$ cat config.mk
export PLATFORM = sky130hd
export DESIGN_NAME = dft_seq
export DESIGN_NICKNAME = d
export VERILOG_FILES = /design/src/rtl/dft_pkg.sv /design/src/rtl/dft_seq_fifo.sv /design/src/rtl/dft_seq.sv
export SDC_FILE = /design/constraint.sdc
export NUM_CORES = 1
export LEC_CHECK = 0
export ABC_AREA = 1
export BUFFER_PORTS_ARGS = -buffer_cell sky130_fd_sc_hd__buf_2
export CORE_MARGIN = 2
export CORE_UTILIZATION = 25
export DETAILED_ROUTE_END_ITERATION = 16
export SETUP_SLACK_MARGIN = 0.15
export SLEW_MARGIN = 20
export SYNTH_ARGS = -nofsm -noshare
export SYNTH_HDL_FRONTEND = slang
export SYNTH_SLANG_ARGS = --single-unit
export TNS_END_PERCENT = 5
$ cat constraint.sdc
create_clock -name clk -period 5.9 [get_ports clk]
set_input_delay 0.59 -clock clk [delete_from_list [all_inputs] [get_ports clk]]
set_output_delay 0.59 -clock clk [all_outputs]
set_load 0.02 [all_outputs]
$ cat src/rtl/dft_pkg.sv
// -----------------------------------------------------------------------------
// dft_pkg
// Shared definitions for the DFT acquisition sequencer:
//   - default sample / result widths and chunk geometry
//   - FSM state type and encodings (IDLE -> FEED -> DRAIN -> DONE)
//   - counter width helper
// -----------------------------------------------------------------------------
package dft_pkg;

  localparam int DEF_DATA_W  = 12;   // ADC sample width
  localparam int DEF_OUT_W   = 15;   // DFT result width
  localparam int DEF_CHUNK_N = 32;   // samples per DFT chunk
  localparam int DEF_CHUNKS  = 256;  // chunks per acquisition
  localparam int DEF_FIFO_D  = 4;    // skid FIFO depth

  typedef logic [1:0] state_t;

  localparam state_t ST_IDLE  = 2'd0;
  localparam state_t ST_FEED  = 2'd1;
  localparam state_t ST_DRAIN = 2'd2;
  localparam state_t ST_DONE  = 2'd3;

  // Width of a counter that must be able to hold the value n itself
  // (not just 0..n-1).
  function automatic int cnt_w(input int n);
    return (n < 1) ? 1 : $clog2(n + 1);
  endfunction

endpackage

$ cat src/rtl/dft_seq_fifo.sv
// -----------------------------------------------------------------------------
// dft_seq_fifo
// Small synchronous skid FIFO between the ADC and the DFT engine.
// Registered head: a word pushed into an empty FIFO is visible on rd_data
// (with empty=0) on the following cycle.
//
// A push while full is accepted only if a pop happens in the same cycle,
// so occupancy stays at DEPTH; otherwise the push is silently discarded and
// the caller is responsible for flagging the loss.
//
// Ports:
//   clk, rst   clock, synchronous active-high reset
//   flush      synchronous clear of pointers/occupancy
//   push       write wr_data
//   pop        consume head (ignored when empty)
//   wr_data    write data
//   rd_data    head of queue (valid when !empty)
//   full       occupancy == DEPTH
//   empty      occupancy == 0
// DEPTH must be a power of two, >= 2 (pointers wrap naturally).
// -----------------------------------------------------------------------------
module dft_seq_fifo #(
  parameter int WIDTH = 12,
  parameter int DEPTH = 4
) (
  input  logic             clk,
  input  logic             rst,
  input  logic             flush,
  input  logic             push,
  input  logic             pop,
  input  logic [WIDTH-1:0] wr_data,
  output logic [WIDTH-1:0] rd_data,
  output logic             full,
  output logic             empty
);

  localparam int PTR_W = $clog2(DEPTH);
  localparam int CNT_W = PTR_W + 1;

  logic [WIDTH-1:0] mem_q [DEPTH];
  logic [PTR_W-1:0] wr_ptr_q, wr_ptr_d;
  logic [PTR_W-1:0] rd_ptr_q, rd_ptr_d;
  logic [CNT_W-1:0] count_q, count_d;
  logic             do_push, do_pop;

  assign full    = (count_q == CNT_W'(DEPTH));
  assign empty   = (count_q == '0);
  assign rd_data = mem_q[rd_ptr_q];

  assign do_pop  = pop && !empty;
  assign do_push = push && (!full || do_pop);

  always_comb begin
    wr_ptr_d = wr_ptr_q;
    rd_ptr_d = rd_ptr_q;
    count_d  = count_q;
    if (do_push) wr_ptr_d = wr_ptr_q + PTR_W'(1);
    if (do_pop)  rd_ptr_d = rd_ptr_q + PTR_W'(1);
    case ({do_push, do_pop})
      2'b10:   count_d = count_q + CNT_W'(1);
      2'b01:   count_d = count_q - CNT_W'(1);
      default: count_d = count_q;
    endcase
  end

  // NOTE: state registers use non-blocking assignments so every flop samples
  // the pre-edge values regardless of block evaluation order.
  always_ff @(posedge clk) begin
    if (rst || flush) begin
      wr_ptr_q <= '0;
      rd_ptr_q <= '0;
      count_q  <= '0;
    end else begin
      wr_ptr_q <= wr_ptr_d;
      rd_ptr_q <= rd_ptr_d;
      count_q  <= count_d;
    end
  end

  // NOTE: the storage array is deliberately not reset; its contents are only
  // observed behind the occupancy count, which is reset, so a reset here would
  // only cost a mux per bit.
  always_ff @(posedge clk) begin
    if (do_push) mem_q[wr_ptr_q] <= wr_data;
  end

endmodule

$ cat src/rtl/dft_seq.sv
// -----------------------------------------------------------------------------
// dft_seq
// Acquisition sequencer: streams CHUNK_N*CHUNKS ADC samples through a skid
// FIFO into an external DFT engine and writes the CHUNKS results it returns
// into a result buffer.
//
// FSM: IDLE --start--> FEED --all samples pushed--> DRAIN
//      DRAIN --all results written && FIFO empty--> DONE --> IDLE
//
// Ports:
//   clk, rst        clock, synchronous active-high reset (highest priority)
//   start           single-cycle start request, honoured only in IDLE
//   adc_data/valid  signed ADC sample stream (accepted only in FEED)
//   dft_data/valid  FIFO head towards the DFT; pop on dft_valid && dft_ready
//   dft_ready       DFT accepts the current sample
//   dft_res/valid   DFT results, one per high cycle (used in FEED and DRAIN)
//   res_addr/data/we  registered result-buffer write port
//   busy            high in FEED and DRAIN
//   done            one-cycle completion pulse
//   ovf             sticky: a sample was lost (FIFO overrun or watchdog)
//
// Optional feature (macro DFT_SEQ_TIMEOUT_EN): a 16-bit DRAIN watchdog that
// aborts the acquisition if dft_res_valid stays low for 65535 DRAIN cycles.
// Without the macro DRAIN waits indefinitely for the missing results.
// CHUNKS must be >= 2 so res_addr has at least one bit.
// -----------------------------------------------------------------------------
module dft_seq
  import dft_pkg::*;
#(
  parameter int DATA_W  = DEF_DATA_W,
  parameter int OUT_W   = DEF_OUT_W,
  parameter int CHUNK_N = DEF_CHUNK_N,
  parameter int CHUNKS  = DEF_CHUNKS,
  parameter int FIFO_D  = DEF_FIFO_D
) (
  input  logic                      clk,
  input  logic                      rst,
  input  logic                      start,
  input  logic [DATA_W-1:0]         adc_data,
  input  logic                      adc_valid,
  output logic [DATA_W-1:0]         dft_data,
  output logic                      dft_valid,
  input  logic                      dft_ready,
  input  logic [OUT_W-1:0]          dft_res,
  input  logic                      dft_res_valid,
  output logic [$clog2(CHUNKS)-1:0] res_addr,
  output logic [OUT_W-1:0]          res_data,
  output logic                      res_we,
  output logic                      busy,
  output logic                      done,
  output logic                      ovf
);

  localparam int ADDR_W = $clog2(CHUNKS);
  localparam int TOTAL  = CHUNK_N * CHUNKS;
  localparam int SCNT_W = cnt_w(TOTAL);
  localparam int RCNT_W = cnt_w(CHUNKS);

  state_t            state_q, state_d;
  logic [SCNT_W-1:0] sample_cnt_q, sample_cnt_d;
  logic [RCNT_W-1:0] res_cnt_q, res_cnt_d;
  logic              ovf_q, ovf_d;
  logic              res_we_q, res_we_d;
  logic [ADDR_W-1:0] res_addr_q, res_addr_d;
  logic [OUT_W-1:0]  res_data_q, res_data_d;

  logic fifo_push, fifo_pop, fifo_full, fifo_empty, fifo_flush;
  logic sample_drop, res_accept, res_all, wdog_hit;

  // ---------------------------------------------------------------------------
  // Skid FIFO
  // ---------------------------------------------------------------------------
  assign fifo_push  = (state_q == ST_FEED) && adc_valid;
  assign fifo_pop   = dft_valid && dft_ready;
  assign fifo_flush = wdog_hit;

  dft_seq_fifo #(
    .WIDTH (DATA_W),
    .DEPTH (FIFO_D)
  ) u_fifo (
    .clk     (clk),
    .rst     (rst),
    .flush   (fifo_flush),
    .push    (fifo_push),
    .pop     (fifo_pop),
    .wr_data (adc_data),
    .rd_data (dft_data),
    .full    (fifo_full),
    .empty   (fifo_empty)
  );

  assign dft_valid = !fifo_empty;

  // A full FIFO still takes the sample when the head leaves in the same cycle.
  assign sample_drop = fifo_push && fifo_full && !fifo_pop;

  // ---------------------------------------------------------------------------
  // Result capture: once CHUNKS results are written, further ones are ignored
  // so the address never wraps onto an earlier result.
  // ---------------------------------------------------------------------------
  assign res_all    = (res_cnt_q == RCNT_W'(CHUNKS));
  assign res_accept = ((state_q == ST_FEED) || (state_q == ST_DRAIN)) &&
                      dft_res_valid && !res_all;

  // ---------------------------------------------------------------------------
  // Optional DRAIN watchdog
  // ---------------------------------------------------------------------------
`ifdef DFT_SEQ_TIMEOUT_EN
  logic [15:0] wdog_q, wdog_d;

  always_comb begin
    wdog_d = wdog_q;
    if ((state_q != ST_DRAIN) || dft_res_valid) begin
      wdog_d = '0;
    end else begin
      wdog_d = wdog_q + 16'd1;
    end
  end

  // Fires on the cycle the count steps onto 65535, so the abort lands
  // exactly 65535 result-less DRAIN cycles after entry.
  assign wdog_hit = (state_q == ST_DRAIN) && !dft_res_valid &&
                    (wdog_q == 16'hFFFE);

  always_ff @(posedge clk) begin
    if (rst) begin
      wdog_q <= '0;
    end else begin
      wdog_q <= wdog_d;
    end
  end
`else
  assign wdog_hit = 1'b0;
`endif

  // ---------------------------------------------------------------------------
  // Next-state logic
  // ---------------------------------------------------------------------------
  // NOTE: every variable gets a default before any branch so no path leaves it
  // unassigned, which would otherwise infer a latch.
  always_comb begin
    state_d      = state_q;
    sample_cnt_d = sample_cnt_q;
    res_cnt_d    = res_cnt_q;
    ovf_d        = ovf_q;
    res_we_d     = 1'b0;
    res_addr_d   = res_addr_q;
    res_data_d   = res_data_q;

    if (res_accept) begin
      res_we_d   = 1'b1;
      res_addr_d = res_cnt_q[ADDR_W-1:0];
      res_data_d = dft_res;
      res_cnt_d  = res_cnt_q + RCNT_W'(1);
    end

    if (sample_drop) ovf_d = 1'b1;

    case (state_q)
      ST_IDLE: begin
        if (start) begin
          state_d      = ST_FEED;
          sample_cnt_d = '0;
          res_cnt_d    = '0;
          ovf_d        = 1'b0;
        end
      end
      ST_FEED: begin
        // Dropped samples are still counted, so the acquisition length is
        // fixed by the ADC stream rather than by DFT back-pressure.
        if (adc_valid) begin
          sample_cnt_d = sample_cnt_q + SCNT_W'(1);
          if (sample_cnt_q == SCNT_W'(TOTAL - 1)) state_d = ST_DRAIN;
        end
      end
      ST_DRAIN: begin
        if (res_all && fifo_empty) begin
          state_d = ST_DONE;
        end else if (wdog_hit) begin
          state_d = ST_DONE;
          ovf_d   = 1'b1;
        end
      end
      ST_DONE: begin
        state_d = ST_IDLE;
      end
      default: begin
        state_d = ST_IDLE;
      end
    endcase
  end

  always_ff @(posedge clk) begin
    if (rst) begin
      state_q      <= ST_IDLE;
      sample_cnt_q <= '0;
      res_cnt_q    <= '0;
      ovf_q        <= 1'b0;
      res_we_q     <= 1'b0;
      res_addr_q   <= '0;
      res_data_q   <= '0;
    end else begin
      state_q      <= state_d;
      sample_cnt_q <= sample_cnt_d;
      res_cnt_q    <= res_cnt_d;
      ovf_q        <= ovf_d;
      res_we_q     <= res_we_d;
      res_addr_q   <= res_addr_d;
      res_data_q   <= res_data_d;
    end
  end

  // ---------------------------------------------------------------------------
  // Outputs
  // ---------------------------------------------------------------------------
  assign res_we   = res_we_q;
  assign res_addr = res_addr_q;
  assign res_data = res_data_q;
  assign busy     = (state_q == ST_FEED) || (state_q == ST_DRAIN);
  assign done     = (state_q == ST_DONE);
  assign ovf      = ovf_q;

endmodule

==> impl_metrics.toml <==
[place]
placed_cells = 767
dp_slack_ps = 3450
gp_congestion = 0.729
dpl_cell_area_um2 = 5060
dp_hpwl_um = 6370
portBuffers = 72

[global_route]
grt_overflow = 0
antenna_found_initial = 0
grt_pass1_wl_um = 14900
track_usage_pct = 10.2
grt_max_degree = 38
grt_pass1_vias = 3032

[critical_path]
crit_path_start_kind = "register"
crit_chain = "inv_1 > o21ai_0 > o22ai_1 > buf_2"
critPathBufInv = 2
slowest_delay_ps = 760
r2r_slack_ps = 3560
cpMaxStageDelayCell = "dfxtp_1"
critPathArrivalTime_ps = 2150
path_delay_family = "flip-flops"
worstSetupPathType = "register to output port"
path_max_fanout = 25
crit_required_ps = 5310
end_kind = "output port"

[sta]
max_slew.worst_pin.slew_ps = 1000
rsz0062_at_grt = "false"
finalSetupTns_ps = 0
fmax_mhz = 365
layout_setup_ws_ps = 3160
setup_viol = 0
fin_crit_ps = 2740
relSlewSlack_pct = 32.8
whs_ps = 449
final_hold_viol_count = 0
period_share_pct = 46.5
fin_worst_skew_ps = 7.21
maxSlewViolCount = 0

[synth]
seq_area_frac_synth_pct = 58.5
syn_area_um2 = 4480
synth_cell_types = 30
netlist_instances = 484
synth_seq_cells = 107
yosysWarnings = 0
syn_nets = 531
avgSynthCellArea_um2 = 9.26

[floorplanning]
top_level_ports = 73
die_y_um = 138
die_area_um2 = 19000
core_area_um2 = 17400
start_util_pct = 25.7
rows = 48
die_w_um = 138

[finish]
stdcell_area_um2 = 5380
layout-drive-gt1-share_pct = 18.3
stdcell_count = 783
final_nets = 600
ff_latch_area_um2 = 2620
diodes = 0
multi_input_area_um2 = 1590
num-fill-cells = 1856
final_core_utilization_pct = 30.9
area_delta_synth_final_pct = 19.9

[drt]
ant_nets = 0
drt_iter0_markers = 187
wire_per_inst_um = 11.5
num_vias = 3287
viasPerCell = 4.20
drt_wl_total_um = 8990
drc_errors = 0
firstDrtPassIters = 4

[clock_tree]
numCtsBuffers = 9
clk_latency_ps = 360
cts_max_path_buffers = 2
post_cts_buffers = 0
clk_pin_slew_ps = 80
ctsHoldBuffers = 0
cts.sinks = 107
root_buffer = "clkbuf_16"
cts.repair.resized = 0
htree_num_levels = 3
cts_tree = "done"

[job]
max-cap-violations = 0

[pwr]
peakVddDrop_v = 0.000258
power.share.clock_pct = 28.4
p_seq_share_pct = 42.5
p_sw_uw = 789
combPwrFrac_pct = 29.1
finalPower_mw = 2.21
power_density_nw_per_um2 = 411
switching_share_pct = 35.7
p_leak_nw = 2.14
internal-power_mw = 1.42

[outcome]
status = "complete, no violations"

[hold_path]
hp-class = "primary input to register"
-- cell usage in the layout, fill, tap and decap left out, types with 2 or more instances in the layout --
master / synthesis / final
o22ai_1: 12 / 12
nor2_4: 3 / 3
ha_1: 13 / 13
inv_1: 53 / 53
clkbuf_16: 0 / 9
a211oi_1: 2 / 2
nand2_2: 2 / 2
nand4_1: 4 / 4
inv_8: 0 / 3
o21a_1: 2 / 2
nand2_1: 59 / 59
dfxtp_1: 59 / 59
edfxtp_1: 48 / 48
a21oi_4: 2 / 2
a21oi_1: 28 / 28
nor3_1: 7 / 7
nor2_2: 2 / 4
inv_2: 2 / 2
nand3_1: 18 / 18
xor2_1: 3 / 3
o21ai_0: 62 / 62
buf_2: 3 / 72
nor2_1: 83 / 81
-- synthesized netlist by cell type --
cell type  number  area, µm²
nor2_1         83        312
nand3_1        18       90.1
clkbuf_1        9       33.8
nand2_2         2       12.5
fa_1            1       20.0
and3_1          1       6.26
a31oi_1         1       6.26
o21ai_0        62        310
xnor2_1         1       8.76
dfxtp_1        59       1180
nand4_1         4       25.0
buf_6           1       11.3
nor2_2          2       12.5
edfxtp_1       48       1440
a211oi_1        2       15.0
nand3_4         1       17.5
nand2_1        59        221
buf_2           3       15.0
inv_1          53        199
o22ai_1        12       75.1
ha_1           13        163
a21oi_1        28        140
o21a_1          2       15.0
nor3b_1         1       7.51
buf_4           1       7.51
inv_2           2       7.51
a21oi_4         2       32.5
nor3_1          7       35.0
nor2_4          3       33.8
xor2_1          3       26.3
-- layout make-up --
class,count,share of cell area [%]
multi-input combinational,308,29.6
inverter,55,3.84
clock buffer,9,4.19
timing repair buffer,72,6.70
clock inverter,7,1.65
tap,225,5.24
sequential,107,48.8
-- kinds of logic after synthesis --
logic type | count (synthesis) | synth area share, %
and+or+nand+nor | 181 | 17.3
AOI/OAI and AO/OA | 109 | 13.3
DFF | 107 | 58.5
buffers and inverters | 69 | 6.11
xor gates and xnor gates | 4 | 0.782
adders and majority gates | 14 | 4.08
-- path summary, 6_finish.rpt --
kind | start | end | cells past startpoint
hold reg to reg | ovf$_SDFF_PP0_ | ovf$_SDFF_PP0_ | 1
hold / removal | adc_data[3] | u_fifo.mem_q[1][3]$_DFFE_PP_ | 1
setup / recovery | register | dft_data[7] | 4
setup reg to reg | state_q[1]$_SDFFE_PP0P_ | u_fifo.mem_q[2][6]$_DFFE_PP_ | 4
-- flip-flops by register name (all words and copies together), names as in the netlist, named ones only --
register,cells
ovf,1
u_fifo.mem_q,48
u_fifo.wr_ptr_q,2
res_data,15
res_addr,8
res_cnt_q,9
u_fifo.count_q,3
res_we,1
state_q,2
u_fifo.rd_ptr_q,2
sample_cnt_q,14
-- power by group through the flow --
stage / clock network [mW] / logic (mW) / registers, mW
after floorplan: 0 / 0.401 / 1.01
after CTS: 0.652 / 0.650 / 0.941
final: 0.627 / 0.642 / 0.940
after detailed placement: 0 / 0.647 / 0.957
after global routing: 0.684 / 0.727 / 0.953
after global placement: 0 / 0.643 / 0.954
-- per-layer routing --
layer | share of wire, % | global-route usage [%]
met5 | 0 | 0
met4 | 1.7 | 3.91
met3 | 6.8 | 3.87
met2 | 43 | 15.4
met1 | 49 | 13.1
Power figures use the tool's default switching activity.
